### config.mk
export PLATFORM = sky130hd
export DESIGN_NAME = shreg_rx
export DESIGN_NICKNAME = d
export VERILOG_FILES = /design/src/rtl/shreg_pkg.sv /design/src/rtl/shreg_rx_bitcnt.sv /design/src/rtl/shreg_rx_chk.sv /design/src/rtl/shreg_rx.sv
export SDC_FILE = /design/constraint.sdc
export NUM_CORES = 1
export LEC_CHECK = 0
export BUFFER_PORTS_ARGS = -buffer_cell sky130_fd_sc_hd__buf_2
export CAP_MARGIN = 30
export CORE_AREA = 2 2 55 57
export CTS_CLUSTER_DIAMETER = 150
export CTS_CLUSTER_SIZE = 12
export DETAILED_ROUTE_END_ITERATION = 7
export DIE_AREA = 0 0 57 59
export GPL_TIMING_DRIVEN = 0
export RECOVER_POWER = 50
export SYNTH_ARGS = -nofsm -noshare
export SYNTH_HDL_FRONTEND = slang
export SYNTH_SLANG_ARGS = --single-unit
### constraint.sdc
create_clock -name clk -period 2.1 [get_ports clk]
set_input_delay 0.42 -clock clk [delete_from_list [all_inputs] [get_ports clk]]
set_output_delay 0.42 -clock clk [all_outputs]
set_load 0.01 [all_outputs]
### src/rtl/shreg_pkg.sv
// Shared definitions for both ends of the serial shift-register link.
// The word length lives here so the transmitter and receiver agree on it.
package shreg_pkg;

  localparam int SHREG_WIDTH = 8;

  typedef enum logic {
    IDLE  = 1'b0,
    SHIFT = 1'b1
  } shreg_state_e;

endpackage

### src/rtl/shreg_rx_bitcnt.sv
// Modulo-WIDTH bit counter for the receiver.
// Raises last while sitting on the final bit position of a frame.
module shreg_rx_bitcnt #(
  parameter int WIDTH = 8
) (
  input  logic clk,
  input  logic rst,
  input  logic clr,
  input  logic inc,
  output logic last
);

  localparam int CW = (WIDTH > 1) ? $clog2(WIDTH) : 1;

  logic [CW-1:0] cnt_r;
  logic          last_s;

  assign last_s = (cnt_r == CW'(WIDTH - 1));
  assign last   = last_s;

  // Counter register: clear wins over increment and the count wraps after the final bit.
  always_ff @(posedge clk or posedge rst) begin
    if (rst) begin
      cnt_r <= {CW{1'b0}};
    end else if (clr) begin
      cnt_r <= {CW{1'b0}};
    end else if (inc) begin
      if (last_s) begin
        cnt_r <= {CW{1'b0}};
      end else begin
        cnt_r <= cnt_r + CW'(1);
      end
    end else begin
      cnt_r <= cnt_r;
    end
  end

endmodule

### src/rtl/shreg_rx_chk.sv
// Interface properties of the receiver, kept apart from the datapath.
// q only moves on completion, and an overrun never exists without a pending word.
module shreg_rx_chk #(
  parameter int WIDTH = 8
) (
  input logic             clk,
  input logic             rst,
  input logic [WIDTH-1:0] q,
  input logic             valid,
  input logic             ovr
);

  a_q_changes_with_valid: assert property (
    @(posedge clk) disable iff (rst) (q != $past(q)) |-> valid
  );

  a_ovr_implies_valid: assert property (
    @(posedge clk) disable iff (rst) ovr |-> valid
  );

endmodule

### src/rtl/shreg_rx.sv
// Serial-in/parallel-out receiver: frames WIDTH MSB-first bits after start and
// hands the word to the consumer over a valid/ack handshake with sticky overrun.
module shreg_rx
  import shreg_pkg::*;
#(
  parameter int WIDTH = SHREG_WIDTH
) (
  input  logic             clk,
  input  logic             rst,
  input  logic             start,
  input  logic             en,
  input  logic             si,
  input  logic             ack,
  output logic [WIDTH-1:0] q,
  output logic             valid,
  output logic             busy,
  output logic             ovr
);

  shreg_state_e     state_r;
  shreg_state_e     state_nxt_s;
  logic [WIDTH-1:0] sh_r;
  logic [WIDTH-1:0] sh_nxt_s;
  logic [WIDTH-1:0] sh_shift_s;
  logic [WIDTH-1:0] q_r;
  logic             valid_r;
  logic             ovr_r;
  logic             clr_s;
  logic             inc_s;
  logic             done_s;
  logic             last_s;

  assign sh_shift_s = {sh_r[WIDTH-2:0], si};

  shreg_rx_bitcnt #(
    .WIDTH (WIDTH)
  ) u_bitcnt (
    .clk  (clk),
    .rst  (rst),
    .clr  (clr_s),
    .inc  (inc_s),
    .last (last_s)
  );

  // State and shift register update.
  always_ff @(posedge clk or posedge rst) begin
    if (rst) begin
      state_r <= IDLE;
      sh_r    <= {WIDTH{1'b0}};
    end else begin
      state_r <= state_nxt_s;
      sh_r    <= sh_nxt_s;
    end
  end

  // Next-state decode; a start strobe always wins and never captures a bit.
  always_comb begin
    state_nxt_s = state_r;
    sh_nxt_s    = sh_r;
    clr_s       = 1'b0;
    inc_s       = 1'b0;
    done_s      = 1'b0;
    case (state_r)
      IDLE: begin
        if (start) begin
          state_nxt_s = SHIFT;
          sh_nxt_s    = {WIDTH{1'b0}};
          clr_s       = 1'b1;
        end else begin
          state_nxt_s = IDLE;
        end
      end
      SHIFT: begin
        if (start) begin
          state_nxt_s = SHIFT;
          sh_nxt_s    = {WIDTH{1'b0}};
          clr_s       = 1'b1;
        end else if (en) begin
          sh_nxt_s = sh_shift_s;
          inc_s    = 1'b1;
          if (last_s) begin
            done_s      = 1'b1;
            state_nxt_s = IDLE;
          end else begin
            state_nxt_s = SHIFT;
          end
        end else begin
          state_nxt_s = SHIFT;
        end
      end
      default: begin
        state_nxt_s = IDLE;
        sh_nxt_s    = {WIDTH{1'b0}};
        clr_s       = 1'b1;
      end
    endcase
  end

  // Output word and handshake; an ack coinciding with completion consumes the old word.
  always_ff @(posedge clk or posedge rst) begin
    if (rst) begin
      q_r     <= {WIDTH{1'b0}};
      valid_r <= 1'b0;
      ovr_r   <= 1'b0;
    end else if (done_s) begin
      q_r     <= sh_shift_s;
      valid_r <= 1'b1;
      if (valid_r) begin
        ovr_r <= ~ack;
      end else begin
        ovr_r <= ovr_r;
      end
    end else if (ack && valid_r) begin
      q_r     <= q_r;
      valid_r <= 1'b0;
      ovr_r   <= 1'b0;
    end else begin
      q_r     <= q_r;
      valid_r <= valid_r;
      ovr_r   <= ovr_r;
    end
  end

  assign q     = q_r;
  assign valid = valid_r;
  assign ovr   = ovr_r;
  assign busy  = (state_r == SHIFT);

  shreg_rx_chk #(
    .WIDTH (WIDTH)
  ) u_chk (
    .clk   (clk),
    .rst   (rst),
    .q     (q_r),
    .valid (valid_r),
    .ovr   (ovr_r)
  );

endmodule

# Yosys cells after proc, flatten, opt, wreduce, memory -nomap -nowiden
# Cells that the tools add are included.
# Widths: inputs -> output; s select.
[classes]
reduce_logical = 5
bitwise_logic = 2
muxes = 23
eq_ne = 4
n_addsub = 1
[op_table]
columns = ["cell", "count"]
rows = [
  ["$mux 7", 3],
  ["$mux 1", 15],
  ["$pmux 7 s2", 1],
  ["$mux 3", 3],
  ["$ne 2x2->1 const B", 2],
  ["$reduce_and 2->1", 2],
  ["$reduce_bool 2->1", 2],
  ["$add 3x1->3 const B", 1],
  ["$eq 3x3->1 const B", 1],
  ["$ne 3x3->1 const B", 1],
  ["$not 1->1", 2],
  ["$pmux 1 s2", 1],
  ["$logic_and 1x1->1", 1],
]
[totals]
wordCells = 41
regBits = 21
output_inout_bits = 11
inputBits = 6

# Depth between registers and ports, before layout
[depth]
ltp_word = 7
mapped_depth = 4
depth_no_buf = 4

# Hierarchy
# From an unflattened synthesis, not the netlist that was laid out.
[hier_totals]
cells_unflattened = 77
hier_area_um2 = 944.7
[by_module_without_submodules]
columns = ["module", "seq_area_each_um2", "area_per_inst_um2", "cells_each", "instances"]
rows = [
  ["shreg_rx", 450.4, 789.5, 64, 1],
  ["shreg_rx_bitcnt", 75.1, 155.1, 13, 1],
]

# Worst setup path before layout
# OpenSTA, ideal clock, no wires.
[synth_timing]
kind = "register -> register"
startpoint = "register u_bitcnt.cnt_r[0]"
endpoint = "register q_r[0] (netlist: q[0])"
synth_period_minus_slack_ns = 1.400
required_time_ns = 1.975
arrival_time_ns = 1.276
path_stages_with_launch = 5
setup_ns = 0.125
path_buffers = 0
path_slack_ns = 0.700
cell_sequence = "dfrtp_1 -> ha_1 -> ha_1 -> nand4b_4 -> mux2_2"
[synth_between]
elab_chain_cells = 5
[synth_lines]
columns = ["element", "line", "text"]
rows = [
  ["from (decl)", "shreg_rx_bitcnt.sv:15", "logic [CW-1:0] cnt_r;"],
  ["from (signal assigned)", "shreg_rx_bitcnt.sv:24", "cnt_r <= {CW{1'b0}};"],
  ["from (signal assigned)", "shreg_rx_bitcnt.sv:26", "cnt_r <= {CW{1'b0}};"],
  ["from (signal assigned)", "shreg_rx_bitcnt.sv:29", "cnt_r <= {CW{1'b0}};"],
  ["$eq 3x3->1", "shreg_rx_bitcnt.sv:18", "assign last_s = (cnt_r == CW'(WIDTH - 1));"],
  ["$mux 1", "shreg_rx.sv:81", "if (last_s) begin"],
  ["$mux 1", "shreg_rx.sv:78", "end else if (en) begin"],
  ["$mux 1", "shreg_rx.sv:74", "if (start) begin"],
  ["$mux 1", "shreg_rx.sv:63", "case (state_r)"],
  ["to (signal assigned)", "shreg_rx.sv:102", "q_r <= {WIDTH{1'b0}};"],
  ["to (signal assigned)", "shreg_rx.sv:106", "q_r <= sh_shift_s;"],
  ["to (signal assigned)", "shreg_rx.sv:114", "q_r <= q_r;"],
  ["to (decl)", "shreg_rx.sv:25", "logic [WIDTH-1:0] q_r;"],
]
# No other way between the ends.
# A chain may end at the register's enable or synchronous reset.

# Worst setup path after layout
[layout_timing]
startpoint = "register u_bitcnt.cnt_r[0]"
endpoint = "register q_r[7] (netlist: q[7])"
# The elaborated chain is that of the path after synthesis.

==> results.py <==
metrics = {
    "route": {
        "detailedRoute.firstIterationViolations": 7,
        "drt_wl_total_um": 1750,
        "viasPerCell": 5.20,
        "num_vias": 661,
        "drc_errors": 0,
        "firstDrtPassIters": 4,
        "antenna_left": 0,
        "wire_per_inst_um": 13.8,
    },
    "clock_tree": {
        "cts_resized": 0,
        "clock-sinks": 21,
        "numCtsBuffers": 3,
        "cts_hold_buf": 0,
        "cts_tree": "yes",
        "cts_setup_buffers": 0,
        "h-tree-depth": 1,
        "clock-root-buffer": "clkbuf_4",
        "clkTransAtPathRegs_ns": 0.12,
        "cts_buffer_depth": 2,
        "clkLatencyLatePin_ns": 0.30,
    },
    "global_route": {
        "grt_max_degree": 22,
        "grt_pass1_vias": 682,
        "gr-total-overflow": 0,
        "grt_pass1_wl_um": 3190,
        "antenna_found_initial": 0,
        "track_usage_pct": 12.5,
    },
    "floorplanning": {
        "die_area_mm2": 0.00336,
        "rows": 19,
        "ios": 17,
        "core_mm2": 0.00271,
        "start_util_pct": 34.8,
        "die_y_um": 59,
        "dieWidth_um": 57,
    },
    "power_and_ir_drop": {
        "pwr_density_cell_mw_per_mm2": 593,
        "power_w": 0.000645,
        "vdd_ir_drop_max_uv": 305,
        "p_leak_nw": 0.535,
    },
    "synth": {
        "synth_area_um2": 943,
        "yosys_warnings": 0,
        "ys_ff_latch": 21,
        "synth.distinct_cells": 18,
        "synth_sequential_area_ratio_pct": 55.7,
        "synth_fp_nets": 84,
        "synth_cells": 76,
        "syn_avg_cell_area_um2": 12.4,
    },
    "job": {
        "drv_cap": 0,
    },
    "worst_setup_path": {
        "startpoint_type": "register",
        "r2r_slack_ns": 0.53,
        "reg2reg_from": "u_bitcnt.cnt_r[0]",
        "r2r-end": "q[7]",
        "cpPeakStageDelay_ns": 0.42,
        "cp.arrival_ns": 1.76,
        "critPathRequiredTime_ns": 2.29,
        "path_class": "register to register",
        "worstPathMaxFanout": 10,
        "endpoint_kind": "register",
        "path_common_cell": "ha_1",
        "worstPathCellList": "ha_1 -> ha_1 -> nand4b_4 -> mux2_2",
        "rr_worst_depth": 4,
        "crit_path_top_delay_cell": "dfrtp_1",
    },
    "sta": {
        "fin_skew_ns": 0.00561,
        "final-max-slew-violation-count": 0,
        "setup_viol": 0,
        "period_share_pct": 74.8,
        "finalHoldViolCount": 0,
        "fmax_mhz": 637,
        "slew_headroom_pct": 46.9,
        "fin_tns_setup_ns": 0,
        "tightest_slew_ns": 0.796,
        "fin_crit_ns": 1.57,
        "rsz0062_at_grt": "no",
    },
    "final_layout": {
        "final_cell_count_no_fill": 127,
        "num_antenna_cells": 0,
        "final_nets": 105,
        "num-fill-cells": 294,
        "final_cell_mix": "21 x dfrtp_1, 19 x buf_2, 10 x a21bo_2, 10 x a21oi_1",
        "drive_above_1_share_pct": 43.8,
        "utilization_pct": 40.2,
        "area_delta_synth_final_pct": 15.4,
        "final_common_cell": "dfrtp_1",
    },
    "place": {
        "dp_hpwl_um": 1170,
        "gp_congestion": 0.723,
        "place_inst": 123,
        "portBuffers": 16,
    },
    "min_path": {
        "hp-class": "primary input to asynchronous set/reset pin",
    },
    "outcome": {
        "status": "complete, no violations",
    },
}
[layer usage]
layer | vias up | GRT usage (%) | wire length, um
li1 | 316 | - | -
met1 | 324 | 16.6 | 795
met2 | 17 | 19.9 | 853
met3 | 4 | 2.18 | 81
met4 | 0 | 5.98 | 24
met5 | - | 0 | 0
[worst max-delay path by stage]
stage / slack [ns] / from / depth (start not counted) / end
finish: 0.53 / u_bitcnt.cnt_r[0] / 4 / q[7]
detailed placement: 0.56 / u_bitcnt.cnt_r[0] / 4 / q[0]
global placement: 0.60 / u_bitcnt.cnt_r[0] / 4 / q[3]
CTS: 0.51 / u_bitcnt.cnt_r[0] / 4 / q[0]
global route: 0.45 / u_bitcnt.cnt_r[0] / 4 / q[7]
floorplan: 0.70 / u_bitcnt.cnt_r[0] / 4 / q[0]
[cells in the mapped netlist, drive strengths merged]
cell type,instances,share of area [%]
o21ai,1,0.53
clkbuf,1,0.40
nand4bb,1,1.2
nor2,1,0.40
a21bo,10,11
and2,1,0.66
nand2,1,0.40
dfrtp,21,56
ha,2,2.7
mux2,8,9.5
a21o,1,0.80
inv,3,1.2
a211oi,1,0.80
a21oi,10,5.3
nand3,8,4.2
nand4b,2,3.4
buf,4,2.1
[power breakdown]
part / leakage [nW] / total (W) / switching [W] / internal [W]
clock: 0.0177 / 0.000194 / 0.000123 / 0.0000710
sequential: 0.286 / 0.000413 / 0.00000341 / 0.000409
combinational: 0.231 / 0.0000386 / 0.0000240 / 0.0000146
total: 0.535 / 0.000645 / 0.000150 / 0.000495
[final cells by class]
cell class	instances	area, um^2	area share, %
Tap cell	31	38.8	3.56
Inverter	3	11.3	1.03
Multi-Input combinational cell	47	383	35.2
Sequential cell	21	526	48.3
Buffer	5	22.5	2.07
Clock inverter	1	5.00	0.460
Timing Repair Buffer	16	80.1	7.36
Clock buffer	3	22.5	2.07
[through the flow]
stage	cell area [um^2]	setup slack, ns	hold slack [ns]
after floorplan	943	0.700	0.397
final	1090	0.530	0.245
after CTS	1090	0.512	0.275
after global placement	1060	0.597	0.484
after global routing	1090	0.446	0.275
after detailed placement	1060	0.557	0.490
[state kept, by name, indices dropped and copies added, names as in the netlist]
signal and count:
busy 1, ovr 1, q 8, sh_r 7, u_bitcnt.cnt_r 3, valid 1
[worst max-delay path, delay by kind of cell (launching register included)]
| family | cells | cell delay, ns |
|---|---|---|
| simple gates | 1 | 0.21 |
| fa+ha+maj | 2 | 0.46 |
| mux | 1 | 0.36 |
| flops | 1 | 0.42 |
[logic make-up (layout without fill, tap and decap cells)]
group	Yosys count	after routing	synth area share [%]
AOI/OAI and AO/OA	23	23	18.0
DFF	21	21	55.7
adders and majority gates	2	2	2.65
and+or+nand+nor	14	14	10.3
muxes	8	8	9.55
buffers and inverters	8	28	3.71
Power figures use the tool's default switching activity.
